### src/rtl/axi_req_sequencer_if.sv
// Core-request / AXI-lite-master bundle around axi_req_sequencer.
// The master modport is the side that feeds requests and completions; slave is the sequencer.
interface axi_req_sequencer_if;
    logic        i_req_valid;
    logic        i_req_write;
    logic [31:0] i_req_addr;
    logic [31:0] i_req_wdata;
    logic [3:0]  i_req_strobe;
    logic        i_req_sel;
    logic        o_req_ready;
    logic        o_rsp_valid;
    logic [31:0] o_rsp_rdata;
    logic        o_rsp_err;
    logic [31:0] o_axi_addr_reg;
    logic [31:0] o_axi_data_reg;
    logic [3:0]  o_axi_strobe_reg;
    logic        o_axi_sel_reg;
    logic [1:0]  o_axi_control_reg;
    logic        i_wr_done;
    logic        i_rd_done;
    logic [31:0] i_rd_data;
    logic        i_resp_err;
    logic        o_busy;
    logic [4:0]  o_fifo_level;

    // Handshake: a request transfers on the rising edge where i_req_valid and o_req_ready are both
    // high; o_rsp_valid is a single-cycle pulse with no back-pressure; i_wr_done/i_rd_done are
    // already-completed AXI handshakes and are only honoured in the matching wait state.
    modport master (
        output i_req_valid, i_req_write, i_req_addr, i_req_wdata, i_req_strobe, i_req_sel,
        output i_wr_done, i_rd_done, i_rd_data, i_resp_err,
        input  o_req_ready, o_rsp_valid, o_rsp_rdata, o_rsp_err,
        input  o_axi_addr_reg, o_axi_data_reg, o_axi_strobe_reg, o_axi_sel_reg, o_axi_control_reg,
        input  o_busy, o_fifo_level
    );

    modport slave (
        input  i_req_valid, i_req_write, i_req_addr, i_req_wdata, i_req_strobe, i_req_sel,
        input  i_wr_done, i_rd_done, i_rd_data, i_resp_err,
        output o_req_ready, o_rsp_valid, o_rsp_rdata, o_rsp_err,
        output o_axi_addr_reg, o_axi_data_reg, o_axi_strobe_reg, o_axi_sel_reg, o_axi_control_reg,
        output o_busy, o_fifo_level
    );
endinterface

### src/rtl/axi_req_sequencer.sv
// Queues core load/store requests and runs them one at a time through an AXI-lite master,
// returning one in-order response per request with a per-transaction timeout.
module axi_req_sequencer #(
    parameter int DEPTH   = 4,
    parameter int TIMEOUT = 255
) (
    input  logic               aclk,
    input  logic               areset_n,
    axi_req_sequencer_if.slave bus,
    output logic [2:0]         dbg_state
);
    localparam int         AW       = $clog2(DEPTH);
    localparam logic [4:0] DEPTH_L  = 5'(DEPTH);
    localparam logic [7:0] TMO_LAST = 8'(TIMEOUT - 1);

    typedef enum logic [2:0] {
        IDLE    = 3'd0,
        ISSUE   = 3'd1,
        WAIT_WR = 3'd2,
        WAIT_RD = 3'd3,
        RESP    = 3'd4
    } state_t;

    typedef struct packed {
        logic        write;
        logic [31:0] addr;
        logic [31:0] data;
        logic [3:0]  strobe;
        logic        sel;
    } entry_t;

    entry_t        mem [DEPTH];
    entry_t        in_entry;
    entry_t        head;
    logic [AW-1:0] wr_ptr;
    logic [AW-1:0] rd_ptr;
    logic [4:0]    level;
    logic [7:0]    tmo_cnt;
    state_t        state;
    logic          cur_write;
    logic          push;
    logic          pop;
    logic          bypass;
    logic          fifo_wr;
    logic          fifo_rd;

    assign in_entry = {bus.i_req_write, bus.i_req_addr, bus.i_req_wdata, bus.i_req_strobe, bus.i_req_sel};

    // An idle sequencer with an empty FIFO takes the incoming request straight to ISSUE,
    // which gives the accept -> ISSUE -> WAIT -> RESP minimum latency of three cycles.
    assign pop     = (state == IDLE) && ((level != 5'd0) || push);
    assign bypass  = pop && (level == 5'd0);
    assign fifo_wr = push && !bypass;
    assign fifo_rd = pop && !bypass;
    assign head    = bypass ? in_entry : mem[rd_ptr];

    assign bus.o_req_ready  = (level < DEPTH_L);
    assign push             = bus.i_req_valid && bus.o_req_ready;
    assign bus.o_fifo_level = level;
    assign bus.o_busy       = (state != IDLE) || (level != 5'd0);
    assign dbg_state        = state;

    always_ff @(posedge aclk) begin
        if (fifo_wr) mem[wr_ptr] <= in_entry;
    end

    always_ff @(posedge aclk or negedge areset_n) begin
        if (!areset_n) begin
            state                 <= IDLE;
            wr_ptr                <= '0;
            rd_ptr                <= '0;
            level                 <= '0;
            tmo_cnt               <= '0;
            cur_write             <= 1'b0;
            bus.o_axi_addr_reg    <= '0;
            bus.o_axi_data_reg    <= '0;
            bus.o_axi_strobe_reg  <= '0;
            bus.o_axi_sel_reg     <= 1'b0;
            bus.o_axi_control_reg <= 2'b00;
            bus.o_rsp_valid       <= 1'b0;
            bus.o_rsp_err         <= 1'b0;
            bus.o_rsp_rdata       <= '0;
        end else begin
            if (fifo_wr) wr_ptr <= wr_ptr + AW'(1);
            if (fifo_rd) rd_ptr <= rd_ptr + AW'(1);
            level <= level + 5'(fifo_wr) - 5'(fifo_rd);

            case (state)
                IDLE: begin
                    if (pop) begin
                        cur_write             <= head.write;
                        bus.o_axi_addr_reg    <= head.addr;
                        bus.o_axi_data_reg    <= head.data;
                        bus.o_axi_strobe_reg  <= head.strobe;
                        bus.o_axi_sel_reg     <= head.sel;
                        bus.o_axi_control_reg <= head.write ? 2'b01 : 2'b10;
                        tmo_cnt               <= '0;
                        state                 <= ISSUE;
                    end
                end
                ISSUE: begin
                    bus.o_axi_control_reg <= 2'b00;
                    tmo_cnt               <= '0;
                    state                 <= cur_write ? WAIT_WR : WAIT_RD;
                end
                WAIT_WR: begin
                    tmo_cnt <= tmo_cnt + 8'd1;
                    // A completion in the final wait cycle beats the timeout.
                    if (bus.i_wr_done) begin
                        bus.o_rsp_valid <= 1'b1;
                        bus.o_rsp_err   <= bus.i_resp_err;
                        bus.o_rsp_rdata <= '0;
                        state           <= RESP;
                    end else if (tmo_cnt == TMO_LAST) begin
                        bus.o_rsp_valid <= 1'b1;
                        bus.o_rsp_err   <= 1'b1;
                        bus.o_rsp_rdata <= '0;
                        state           <= RESP;
                    end
                end
                WAIT_RD: begin
                    tmo_cnt <= tmo_cnt + 8'd1;
                    if (bus.i_rd_done) begin
                        bus.o_rsp_valid <= 1'b1;
                        bus.o_rsp_err   <= bus.i_resp_err;
                        bus.o_rsp_rdata <= bus.i_resp_err ? 32'd0 : bus.i_rd_data;
                        state           <= RESP;
                    end else if (tmo_cnt == TMO_LAST) begin
                        bus.o_rsp_valid <= 1'b1;
                        bus.o_rsp_err   <= 1'b1;
                        bus.o_rsp_rdata <= '0;
                        state           <= RESP;
                    end
                end
                RESP: begin
                    bus.o_rsp_valid <= 1'b0;
                    bus.o_rsp_err   <= 1'b0;
                    bus.o_rsp_rdata <= '0;
                    state           <= IDLE;
                end
                default: state <= IDLE;
            endcase
        end
    end
endmodule

### src/flat_wrapper.sv
// flat-port wrapper written by rule: the top's interface ports become plain ports
module axi_req_sequencer_flat 
#(
    parameter int DEPTH   = 4,
    parameter int TIMEOUT = 255
)
  (aclk, areset_n, dbg_state, bus_i_req_valid, bus_i_req_write, bus_i_req_addr, bus_i_req_wdata, bus_i_req_strobe, bus_i_req_sel, bus_i_wr_done, bus_i_rd_done, bus_i_rd_data, bus_i_resp_err, bus_o_req_ready, bus_o_rsp_valid, bus_o_rsp_rdata, bus_o_rsp_err, bus_o_axi_addr_reg, bus_o_axi_data_reg, bus_o_axi_strobe_reg, bus_o_axi_sel_reg, bus_o_axi_control_reg, bus_o_busy, bus_o_fifo_level);
  axi_req_sequencer_if bus_i ();
  input  logic aclk;
  input  logic areset_n;
  output logic [2:0] dbg_state;
  input wire logic [$bits(bus_i.i_req_valid)-1:0] bus_i_req_valid;
  input wire logic [$bits(bus_i.i_req_write)-1:0] bus_i_req_write;
  input wire logic [$bits(bus_i.i_req_addr)-1:0] bus_i_req_addr;
  input wire logic [$bits(bus_i.i_req_wdata)-1:0] bus_i_req_wdata;
  input wire logic [$bits(bus_i.i_req_strobe)-1:0] bus_i_req_strobe;
  input wire logic [$bits(bus_i.i_req_sel)-1:0] bus_i_req_sel;
  input wire logic [$bits(bus_i.i_wr_done)-1:0] bus_i_wr_done;
  input wire logic [$bits(bus_i.i_rd_done)-1:0] bus_i_rd_done;
  input wire logic [$bits(bus_i.i_rd_data)-1:0] bus_i_rd_data;
  input wire logic [$bits(bus_i.i_resp_err)-1:0] bus_i_resp_err;
  output wire logic [$bits(bus_i.o_req_ready)-1:0] bus_o_req_ready;
  output wire logic [$bits(bus_i.o_rsp_valid)-1:0] bus_o_rsp_valid;
  output wire logic [$bits(bus_i.o_rsp_rdata)-1:0] bus_o_rsp_rdata;
  output wire logic [$bits(bus_i.o_rsp_err)-1:0] bus_o_rsp_err;
  output wire logic [$bits(bus_i.o_axi_addr_reg)-1:0] bus_o_axi_addr_reg;
  output wire logic [$bits(bus_i.o_axi_data_reg)-1:0] bus_o_axi_data_reg;
  output wire logic [$bits(bus_i.o_axi_strobe_reg)-1:0] bus_o_axi_strobe_reg;
  output wire logic [$bits(bus_i.o_axi_sel_reg)-1:0] bus_o_axi_sel_reg;
  output wire logic [$bits(bus_i.o_axi_control_reg)-1:0] bus_o_axi_control_reg;
  output wire logic [$bits(bus_i.o_busy)-1:0] bus_o_busy;
  output wire logic [$bits(bus_i.o_fifo_level)-1:0] bus_o_fifo_level;
  assign bus_i.i_req_valid = bus_i_req_valid;
  assign bus_i.i_req_write = bus_i_req_write;
  assign bus_i.i_req_addr = bus_i_req_addr;
  assign bus_i.i_req_wdata = bus_i_req_wdata;
  assign bus_i.i_req_strobe = bus_i_req_strobe;
  assign bus_i.i_req_sel = bus_i_req_sel;
  assign bus_i.i_wr_done = bus_i_wr_done;
  assign bus_i.i_rd_done = bus_i_rd_done;
  assign bus_i.i_rd_data = bus_i_rd_data;
  assign bus_i.i_resp_err = bus_i_resp_err;
  assign bus_o_req_ready = bus_i.o_req_ready;
  assign bus_o_rsp_valid = bus_i.o_rsp_valid;
  assign bus_o_rsp_rdata = bus_i.o_rsp_rdata;
  assign bus_o_rsp_err = bus_i.o_rsp_err;
  assign bus_o_axi_addr_reg = bus_i.o_axi_addr_reg;
  assign bus_o_axi_data_reg = bus_i.o_axi_data_reg;
  assign bus_o_axi_strobe_reg = bus_i.o_axi_strobe_reg;
  assign bus_o_axi_sel_reg = bus_i.o_axi_sel_reg;
  assign bus_o_axi_control_reg = bus_i.o_axi_control_reg;
  assign bus_o_busy = bus_i.o_busy;
  assign bus_o_fifo_level = bus_i.o_fifo_level;
  axi_req_sequencer #(.DEPTH(DEPTH), .TIMEOUT(TIMEOUT)) u_core (.aclk(aclk), .areset_n(areset_n), .bus(bus_i), .dbg_state(dbg_state));
endmodule
### config.mk
export PLATFORM = sky130hd
export DESIGN_NAME = axi_req_sequencer_flat
export DESIGN_NICKNAME = d
export VERILOG_FILES = /design/src/rtl/axi_req_sequencer_if.sv /design/src/rtl/axi_req_sequencer.sv /design/src/flat_wrapper.sv
export SDC_FILE = /design/constraint.sdc
export NUM_CORES = 1
export LEC_CHECK = 0
export ABC_AREA = 1
export CORE_ASPECT_RATIO = 0.8
export CORE_MARGIN = 1.5
export CORE_UTILIZATION = 34
export CTS_BUF_LIST = sky130_fd_sc_hd__clkbuf_16
export CTS_CLUSTER_DIAMETER = 50
export DETAILED_ROUTE_END_ITERATION = 16
export PLACE_DENSITY = 0.62
export SYNTH_ARGS = -nofsm -noshare
export SYNTH_HDL_FRONTEND = slang
export SYNTH_SLANG_ARGS = --single-unit
### constraint.sdc
create_clock -name aclk -period 4.5 [get_ports aclk]
set_input_delay 0.9 -clock aclk [delete_from_list [all_inputs] [get_ports aclk]]
set_output_delay 0.9 -clock aclk [all_outputs]
set_load 0.02 [all_outputs]
After elaboration in Yosys (flattened, before gate mapping)
Memory sizes are Yosys's and may differ from the RTL's. Index checks and enable logic that the tools add are counted.

Register bits after elaboration: 126. Memory bits (writable): 280. Memories kept: 1.

Memories: u_core.mem (words 4, bits a word 70, read ports 1, clocked after Yosys merged registers in 0, write ports 1, line axi_req_sequencer.sv:32) `entry_t mem [DEPTH];`.

$add $sub $neg: 5. Order comparisons: 1. Equality and inequality tests: 6. Muxes and demuxes: 27. Reductions and logical operators: 19.

Operator list (number): $mux W32 (4); $pmux W32 S3 (1); $mux W70 (1); $pmux W8 S3 (1); $mux W3 (4); $pmux W3 S4 (1); $mux W1 (9); $reduce_bool A3 Y1 (3); $add A8 B1 Y8 const B (1); $eq A8 B8 Y1 const B (1); $mux W8 (1); $eq A3 B2 Y1 const B (2); $pmux W1 S3 (2); $reduce_and A2 Y1 (3); $add A5 B1 Y5 (1); $logic_and A1 B1 Y1 (5); $logic_not A5 Y1 (1); $lt A5 B3 Y1 const B (1); $reduce_bool A5 Y1 (1); $sub A5 B1 Y5 (1); $add A2 B1 Y2 const B (2); $mux W2 (2); $pmux W2 S2 (1); $eq A3 B1 Y1 const B (1); other kinds (7) (8).

Depth between registers and ports, before layout
Gate-level depths: netlist of run 1.

Depth in word-level cells: 9. Gate-level depth with buffers: 15. Depth with buffers taken out: 15.

Worst setup path before layout of run 1
No wires, ideal clock.

Kind: register -> register. Start point: reg u_core.level[2] (netlist: u_core.bus.o_fifo_level[2]). End point: mem u_core.mem[0][0] in the netlist's numbering (enable). Library setup time: 0.499 ns. Arrival: 4.305 ns. Setup slack: -0.304 ns. Stages on the path, launching flop included: 8. Clock period less this slack: 4.804 ns. Path through: dfrtp_1 -> inv_1 -> ha_1 -> nand2_1 -> nor2_1 -> nand2_1 -> nand2_1 -> nor2_1.

Longest elaborated chain between the ends: 9.

Ends and longest elaborated chain: start, declared (line axi_req_sequencer.sv:37) `logic [4:0] level;`; start signal, assigned (line axi_req_sequencer.sv:86) `level <= level + 5'(fifo_wr) - 5'(fifo_rd);`; $lt A5 B3 Y1 (line axi_req_sequencer.sv:57) `assign bus.o_req_ready = (level < DEPTH_L);`; $logic_and A1 B1 Y1 (line axi_req_sequencer.sv:58) `assign push = bus.i_req_valid && bus.o_req_ready;`; $logic_or A1 B1 Y1 (line axi_req_sequencer.sv:51) `assign pop = (state == IDLE) && ((level != 5'd0) || push);`; $logic_and A1 B1 Y1 (line axi_req_sequencer.sv:51); $logic_and A1 B1 Y1 (line axi_req_sequencer.sv:52) `assign bypass = pop && (level == 5'd0);`; $logic_not A1 Y1 (line axi_req_sequencer.sv:53) `assign fifo_wr = push && !bypass;`; $logic_and A1 B1 Y1 (*) (line axi_req_sequencer.sv:53); $mux W1 (*) (line axi_req_sequencer.sv:64) `if (fifo_wr) mem[wr_ptr] <= in_entry;`; $mux W1 (implied by the code) (*) (line axi_req_sequencer.sv:64); end, declared (line axi_req_sequencer.sv:32).

Every way passes the cells marked *; elsewhere a longest branch is shown, timed or not.

Worst setup path in the final report of run 1
Start point: reg u_core.level[2] (netlist: u_core.bus.o_fifo_level[2]). End point: out bus_o_busy.

Longest elaborated chain between the ends: 2.

Ends and longest elaborated chain: $reduce_bool A5 Y1 (line axi_req_sequencer.sv:60) `assign bus.o_busy = (state != IDLE) || (level != 5'd0);`; $logic_or A1 B1 Y1 (line axi_req_sequencer.sv:60); end, declared (line flat_wrapper.sv:31) `output wire logic [$bits(bus_i.o_busy)-1:0] bus_o_busy;`.

Every way passes these cells.

==> results of run 1 <==
-- per-stage QoR --
stage                     instances  utilization [%]  hold slack, ns
after floorplan                1673                -           0.450
after global placement         2511             40.3           0.462
after detailed placement       2511             40.3           0.466
after CTS                      2596             43.5           0.368
after global routing           2596             43.5           0.384
final                          2597             43.5           0.349
-- synth_stat cells --
library cell	instances	area (um^2)
buf_1	7	26.3
nor3_1	1	5.00
o211ai_1	2	15.0
inv_1	107	402
o21ai_1	1	5.00
dfrtp_1	126	3150
o21bai_1	1	7.51
inv_2	7	26.3
nand3b_1	1	7.51
nand3_2	2	20.0
a21oi_1	3	15.0
o221ai_1	1	8.76
xor2_1	4	35.0
nor2_2	4	25.0
nand2_2	1	6.26
nor2_1	20	75.1
buf_2	53	265
o21ai_0	13	65.1
nand3_1	261	1310
nand4_1	1	6.26
nand2_1	733	2750
xnor2_1	1	8.76
clkbuf_1	19	71.3
edfxtp_1	280	8410
o31ai_1	1	7.51
buf_4	5	37.5
nor2_4	2	22.5
fa_1	1	20.0
ha_1	13	163
a21oi_2	2	17.5
-- layout make-up --
| cell class | count | area, um^2 | share of cell area (%) |
|---|---|---|---|
| diodes | 1 | 2.50 | 0.0116 |
| clock buffers | 49 | 1230 | 5.70 |
| clock inverters | 36 | 332 | 1.54 |
| inverters | 114 | 432 | 2.01 |
| multi-input cells | 1069 | 4650 | 21.6 |
| flip-flops and latches | 406 | 11600 | 53.8 |
| well taps | 675 | 845 | 3.93 |
| repair buffers | 247 | 2460 | 11.4 |
-- worst register-to-register path, stage by stage (launching register included) --
cell and delay [ns]:
dfrtp_1 0.39, inv_1 0.11, ha_1 0.20, nand3_2 0.17, inv_1 0.25, nand2_1 0.32
inv_1 0.20, ha_1 0.18, inv_1 0.06, fa_1 0.42, o21ai_0 0.18, a21oi_1 0.10
xor2_1 0.14
-- power by group through the flow --
stage          Sequential, mW  Clock, mW  Combinational [mW]
3_3_place_gp             5.17          0                5.40
3_5_place_dp             5.18          0                5.46
4_1_cts                  5.12       3.92                5.49
6_report                 5.11       3.83                5.39
5_1_grt                  5.19       4.07                6.04
2_1_floorplan            5.64          0                2.82
-- logic make-up after synthesis --
logic type | Yosys count | synth area share (%)
adder cells (fa/ha/maj) | 14 | 1.08
XOR/XNOR | 5 | 0.258
AND/OR/NAND/NOR | 1026 | 24.9
buffers and inverters | 198 | 4.88
AO/OA/AOI/OAI | 24 | 0.833
flip-flops | 406 | 68.1
-- metal layers --
layer  track usage [%]  part of all wire (%)  up-vias
met4              5.13                   2.0        6
met1              24.2                    47     5937
met3              3.50                   5.9       64
li1                  -                     -     5906
met5                 0                 0.082        -
met2              26.3                    45      287
-- final timing paths --
| kind | slack, ns | end | depth (start not counted) | startpoint |
|---|---|---|---|---|
| hold / removal | 0.35 | u_core.bus.o_axi_sel_reg | 1 | areset_n |
| min in group aclk | 0.48 | u_core.bus.o_axi_strobe_reg[2] | 2 | u_core.bus.o_axi_strobe_reg[2] |
| hold reg to reg | 0.48 | u_core.bus.o_axi_strobe_reg[2] | 2 | u_core.bus.o_axi_strobe_reg[2] |
| setup / recovery | 1.18 | bus_o_busy | 6 | u_core.bus.o_fifo_level[2] |
| max in group asynchronous | 3.18 | u_core.bus.o_axi_data_reg[17] | 2 | areset_n |
| setup reg to reg | 1.65 | u_core.bus.o_fifo_level[4] | 12 | u_core.bus.o_fifo_level[3] |
-- cells in the final DEF (no fill, tap or decap), drive strengths merged --
master,instances
diode,1
ha,13
nand3,263
dfrtp,126
o21bai,1
clkdlybuf4s50,221
clkbuf,49
nand2,734
o221ai,1
nand3b,1
clkinvlp,6
a21oi,5
inv,126
o21ai,14
xor2,4
buf,26
xnor2,1
o31ai,1
bufinv,5
clkinv,13
edfxtp,280
nand4,1
fa,1
nor2,26
nor3,1
o211ai,2
==> results.yml, run 1 <==
drt:
  firstDrtPassIters: 5
  drt_iter0_markers: 856
  wirelength_mm: 43.7
  post_drt_wl_per_cell_um: 16.8
  via_per_inst: 4.70
  vias: 12200
  drc: 0
  ant_nets: 0
timing:
  hold_violations: 0
  final.min_clock_period_ns: 3.32
  layout_setup_ws_ns: 1.18
  report.final.slew_viol_count: 0
  worstMarginPinSlew_ns: 1.23
  setup_viol: 0
  tns_ns: 0
  finClkSkew_ns: 0.0226
  rsz0062_at_grt: "no"
  fmax_mhz: 301
  fin_crit_sh_pct: 73.9
  relSlewSlack_pct: 17.9
critical_path:
  critPathTopFamily: "buffers and inverters"
  cp_max_fo: 4
  crit_slowest_cell: "clkdlybuf4s50_1"
  worstPathCellList: "inv_1, ha_1, nand2_1, nor2_1, nand2_1, clkdlybuf4s50_1"
  end_kind: "output port"
  crit_buf_inv: 2
  critPathLaunchType: "flop"
  arrival_ns: 2.42
  critical_path_class: "flop to output port"
  cpMostUsedCell: "nand2_1"
  critPathRequiredTime_ns: 3.60
  max_stage_delay_ns: 0.60
floorplan:
  die_w_um: 253
  die_h_um: 203
  die-area_um2: 51300
  core_um2: 49500
  placement_rows: 73
  initial_utilization_pct: 34.3
  io_pins: 223
clock_tree:
  numClockSinks: 406
  postCtsSetupRepairBufs: 0
  clkLatencyLatePin_ns: 0.57
  cts-root-buf: "clkbuf_16"
  cts_resized: 0
  cts_buffers: 46
  holdBufCountCts: 0
  cts_max_level: 2
  cts_tree: "built"
  clk_path_buf_depth: 3
  clk_pin_slew_ns: 0.07
synthesis:
  syn-mean-instance-area_um2: 10.2
  synthCells: 1673
  syn_nets: 1795
  yosysUniqueCellTypes: 30
  ys_seq_area_share_pct: 68.1
  synth_seq_cells: 406
  yosysWarnings: 0
  synth_area_um2: 17000
power:
  ir_drop_v: 0.000354
  seqPwrFrac_pct: 35.6
  p_switching_mw: 5.36
  combPwrFrac_pct: 37.6
  intPower_mw: 8.98
  power_mw: 14.3
  clock_power_share_pct: 26.7
  p_leak_nw: 9.13
  power_density_nw_per_um2: 666
  p_sw_share_pct: 37.4
finish:
  regMostFlops: "u_core.mem"
  design_area_um2: 21500
  drive_above_1_share_pct: 6.61
  area_growth_pct: 26.7
  n_fill_cell: 4692
  largest_reg_flops: 280
  fin_nets: 2006
place:
  placed_area_um2: 20000
  place_ws_ns: 0.976
  place.gp.congestion: 0.804
  hpwl_mm: 26.0
  port_buffers: 222
grt:
  grt_pass1_vias: 11800
  grt_max_degree: 104
  overflow: 0
  grt_util_all_layers_pct: 17.1
  antenna_found_initial: 5
  grt_pass1_wl_mm: 67.9
job:
  maxCapViolations: 0
status:
  status: "completed"
hold_path:
  hold_path_class: "primary input to asynchronous set/reset pin"
Power figures use the tool's default switching activity.
==> run 2: changes to the inputs <==
--- a/config.mk
+++ b/config.mk
@@ -12,7 +12,7 @@
 export CTS_BUF_LIST = sky130_fd_sc_hd__clkbuf_16
 export CTS_CLUSTER_DIAMETER = 50
 export DETAILED_ROUTE_END_ITERATION = 16
-export PLACE_DENSITY = 0.62
+export PLACE_DENSITY = 0.6
 export SYNTH_ARGS = -nofsm -noshare
 export SYNTH_HDL_FRONTEND = slang
 export SYNTH_SLANG_ARGS = --single-unit
==> constraint.sdc (replaced) <==
create_clock -name aclk -period 3.2 [get_ports aclk]
set_input_delay 0.64 -clock aclk [delete_from_list [all_inputs] [get_ports aclk]]
set_output_delay 0.64 -clock aclk [all_outputs]
set_load 0.02 [all_outputs]
==> results.yml, run 2 (same netlist as run 1, synthesis figures left out) <==
clock_tree:
  clkLatencyLatePin_ns: 0.58
  cts_resized: 0
  clk_pin_slew_ns: 0.06
  cts_buffers: 47
  numClockSinks: 406
  cts_tree: "built"
  clk_path_buf_depth: 3
  postCtsSetupRepairBufs: 0
  cts-root-buf: "clkbuf_16"
  cts_max_level: 2
  holdBufCountCts: 0
critical_path:
  critPathRequiredTime_ns: 2.56
  r2r-end: "u_core.bus.o_fifo_level[4]"
  cp_max_fo: 4
  critPathTopFamily: "buffers and inverters"
  reg2reg_depth: 15
  cpMostUsedCell: "nand2_1"
  r2r_start: "u_core.bus.o_fifo_level[2]"
  worstPathCellList: "inv_1, ha_1, nand2_1, nor2_1, nand2_1, clkdlybuf4s50_1"
  critPathLaunchType: "flop"
  max_stage_delay_ns: 0.60
  critical_path_class: "flop to output port"
  arrival_ns: 2.34
  rrSetupSlack_ns: 0.53
  crit_cells: 6
  crit_buf_inv: 2
  crit_slowest_cell: "clkdlybuf4s50_1"
  end_kind: "output port"
power:
  p_leak_nw: 9.23
  power_density_nw_per_um2: 934
  ir_drop_v: 0.000590
place:
  place.gp.congestion: 0.796
  hpwl_mm: 26.6
  placed_area_um2: 20200
  dp.cells: 2516
  port_buffers: 222
finish:
  drive_above_1_share_pct: 6.79
  fin_nets: 2012
  n_fill_cell: 4671
  final_cell_mix: "nand2_1, edfxtp_1, nand3_1, clkdlybuf4s50_1, dfrtp_1"
  layout_commonest_cell: "nand2_1"
  post-route-util_pct: 43.9
  regMostFlops: "u_core.mem"
  design_area_um2: 21700
  layoutNonFillerInstCount: 2603
  diodes: 0
  area_growth_pct: 27.9
  largest_reg_flops: 280
drt:
  ant_nets: 0
  wirelength_mm: 42.8
  drc: 0
  via_per_inst: 4.60
  firstDrtPassIters: 6
  vias: 12000
  post_drt_wl_per_cell_um: 16.5
  drt_iter0_markers: 785
hold_path:
  hold_path_class: "primary input to asynchronous set/reset pin"
floorplan:
  die_w_um: 253
  io_pins: 223
  die_h_um: 203
  die-area_um2: 51300
  initial_utilization_pct: 34.3
  core_um2: 49500
  placement_rows: 73
timing:
  relSlewSlack_pct: 43.0
  worstMarginPinSlew_ns: 0.855
  fmax_mhz: 335
  rsz0062_at_grt: "no"
  report.final.slew_viol_count: 0
  finClkSkew_ns: 0.0257
  hold_violations: 0
  fin_crit_sh_pct: 93.2
  setup_viol: 0
  tns_ns: 0
  final.min_clock_period_ns: 2.98
  hold_slack_ns: 0.106
grt:
  grt_max_degree: 103
  grt_pass1_wl_mm: 67.7
  grt_pass1_vias: 11800
  overflow: 0
  grt_util_all_layers_pct: 16.9
  antenna_found_initial: 1
status:
  status: "completed"
job:
  maxCapViolations: 0
## run 2: changes by cell type in the layout (fill, tap and decap cells not counted), sizes merged
cell	delta
buf	+5
clkinv	+9
clkinvlp	-5
diode	-1
inv	-2
## run 2: worst max path at each step
stage / startpoint / endpoint / slack, ns
finish: u_core.bus.o_fifo_level[2] / bus_o_busy / 0.22
global route: u_core.bus.o_fifo_level[2] / bus_o_busy / 0.08
CTS: u_core.bus.o_fifo_level[2] / bus_o_busy / 0.17
detailed placement: bus_i_req_valid / u_core.bus.o_fifo_level[4] / 0.20
global placement: bus_i_req_valid / u_core.bus.o_fifo_level[4] / 0.25
floorplan: u_core.bus.o_fifo_level[2] / u_core.mem[0][0] / -0.48
## run 2: routing by layer
layer	wire (um)	track usage, %	up-vias	share of wire, %
met2	19200	25.9	292	45
li1	-	-	5923	-
met1	20500	24.5	5704	48
met3	2320	3.29	60	5.4
met4	787	4.83	2	1.8
met5	13	0	-	0.030
## run 2: layout make-up
class	instances	area (um^2)	area share (%)
repair buffers	252	2660	12.2
well taps	675	845	3.89
multi-input cells	1069	4650	21.4
flip-flops and latches	406	11600	53.2
clock inverters	38	344	1.58
inverters	114	432	1.99
clock buffers	49	1230	5.64
## run 2: report_power, final
group / switching [mW] / leakage, nW / internal [mW]
clock network: 2.18 / 0.805 / 3.20
logic: 4.80 / 4.31 / 2.93
registers: 0.586 / 4.11 / 6.60
total: 7.56 / 9.23 / 12.7
## run 2: metrics by stage
stage	worst slack (ns)	total power [mW]
6_report	0.216	20.3
5_1_grt	0.0753	21.7
4_1_cts	0.172	20.6
3_5_place_dp	0.204	15.1
3_3_place_gp	0.249	15.0
2_1_floorplan	-0.478	11.9
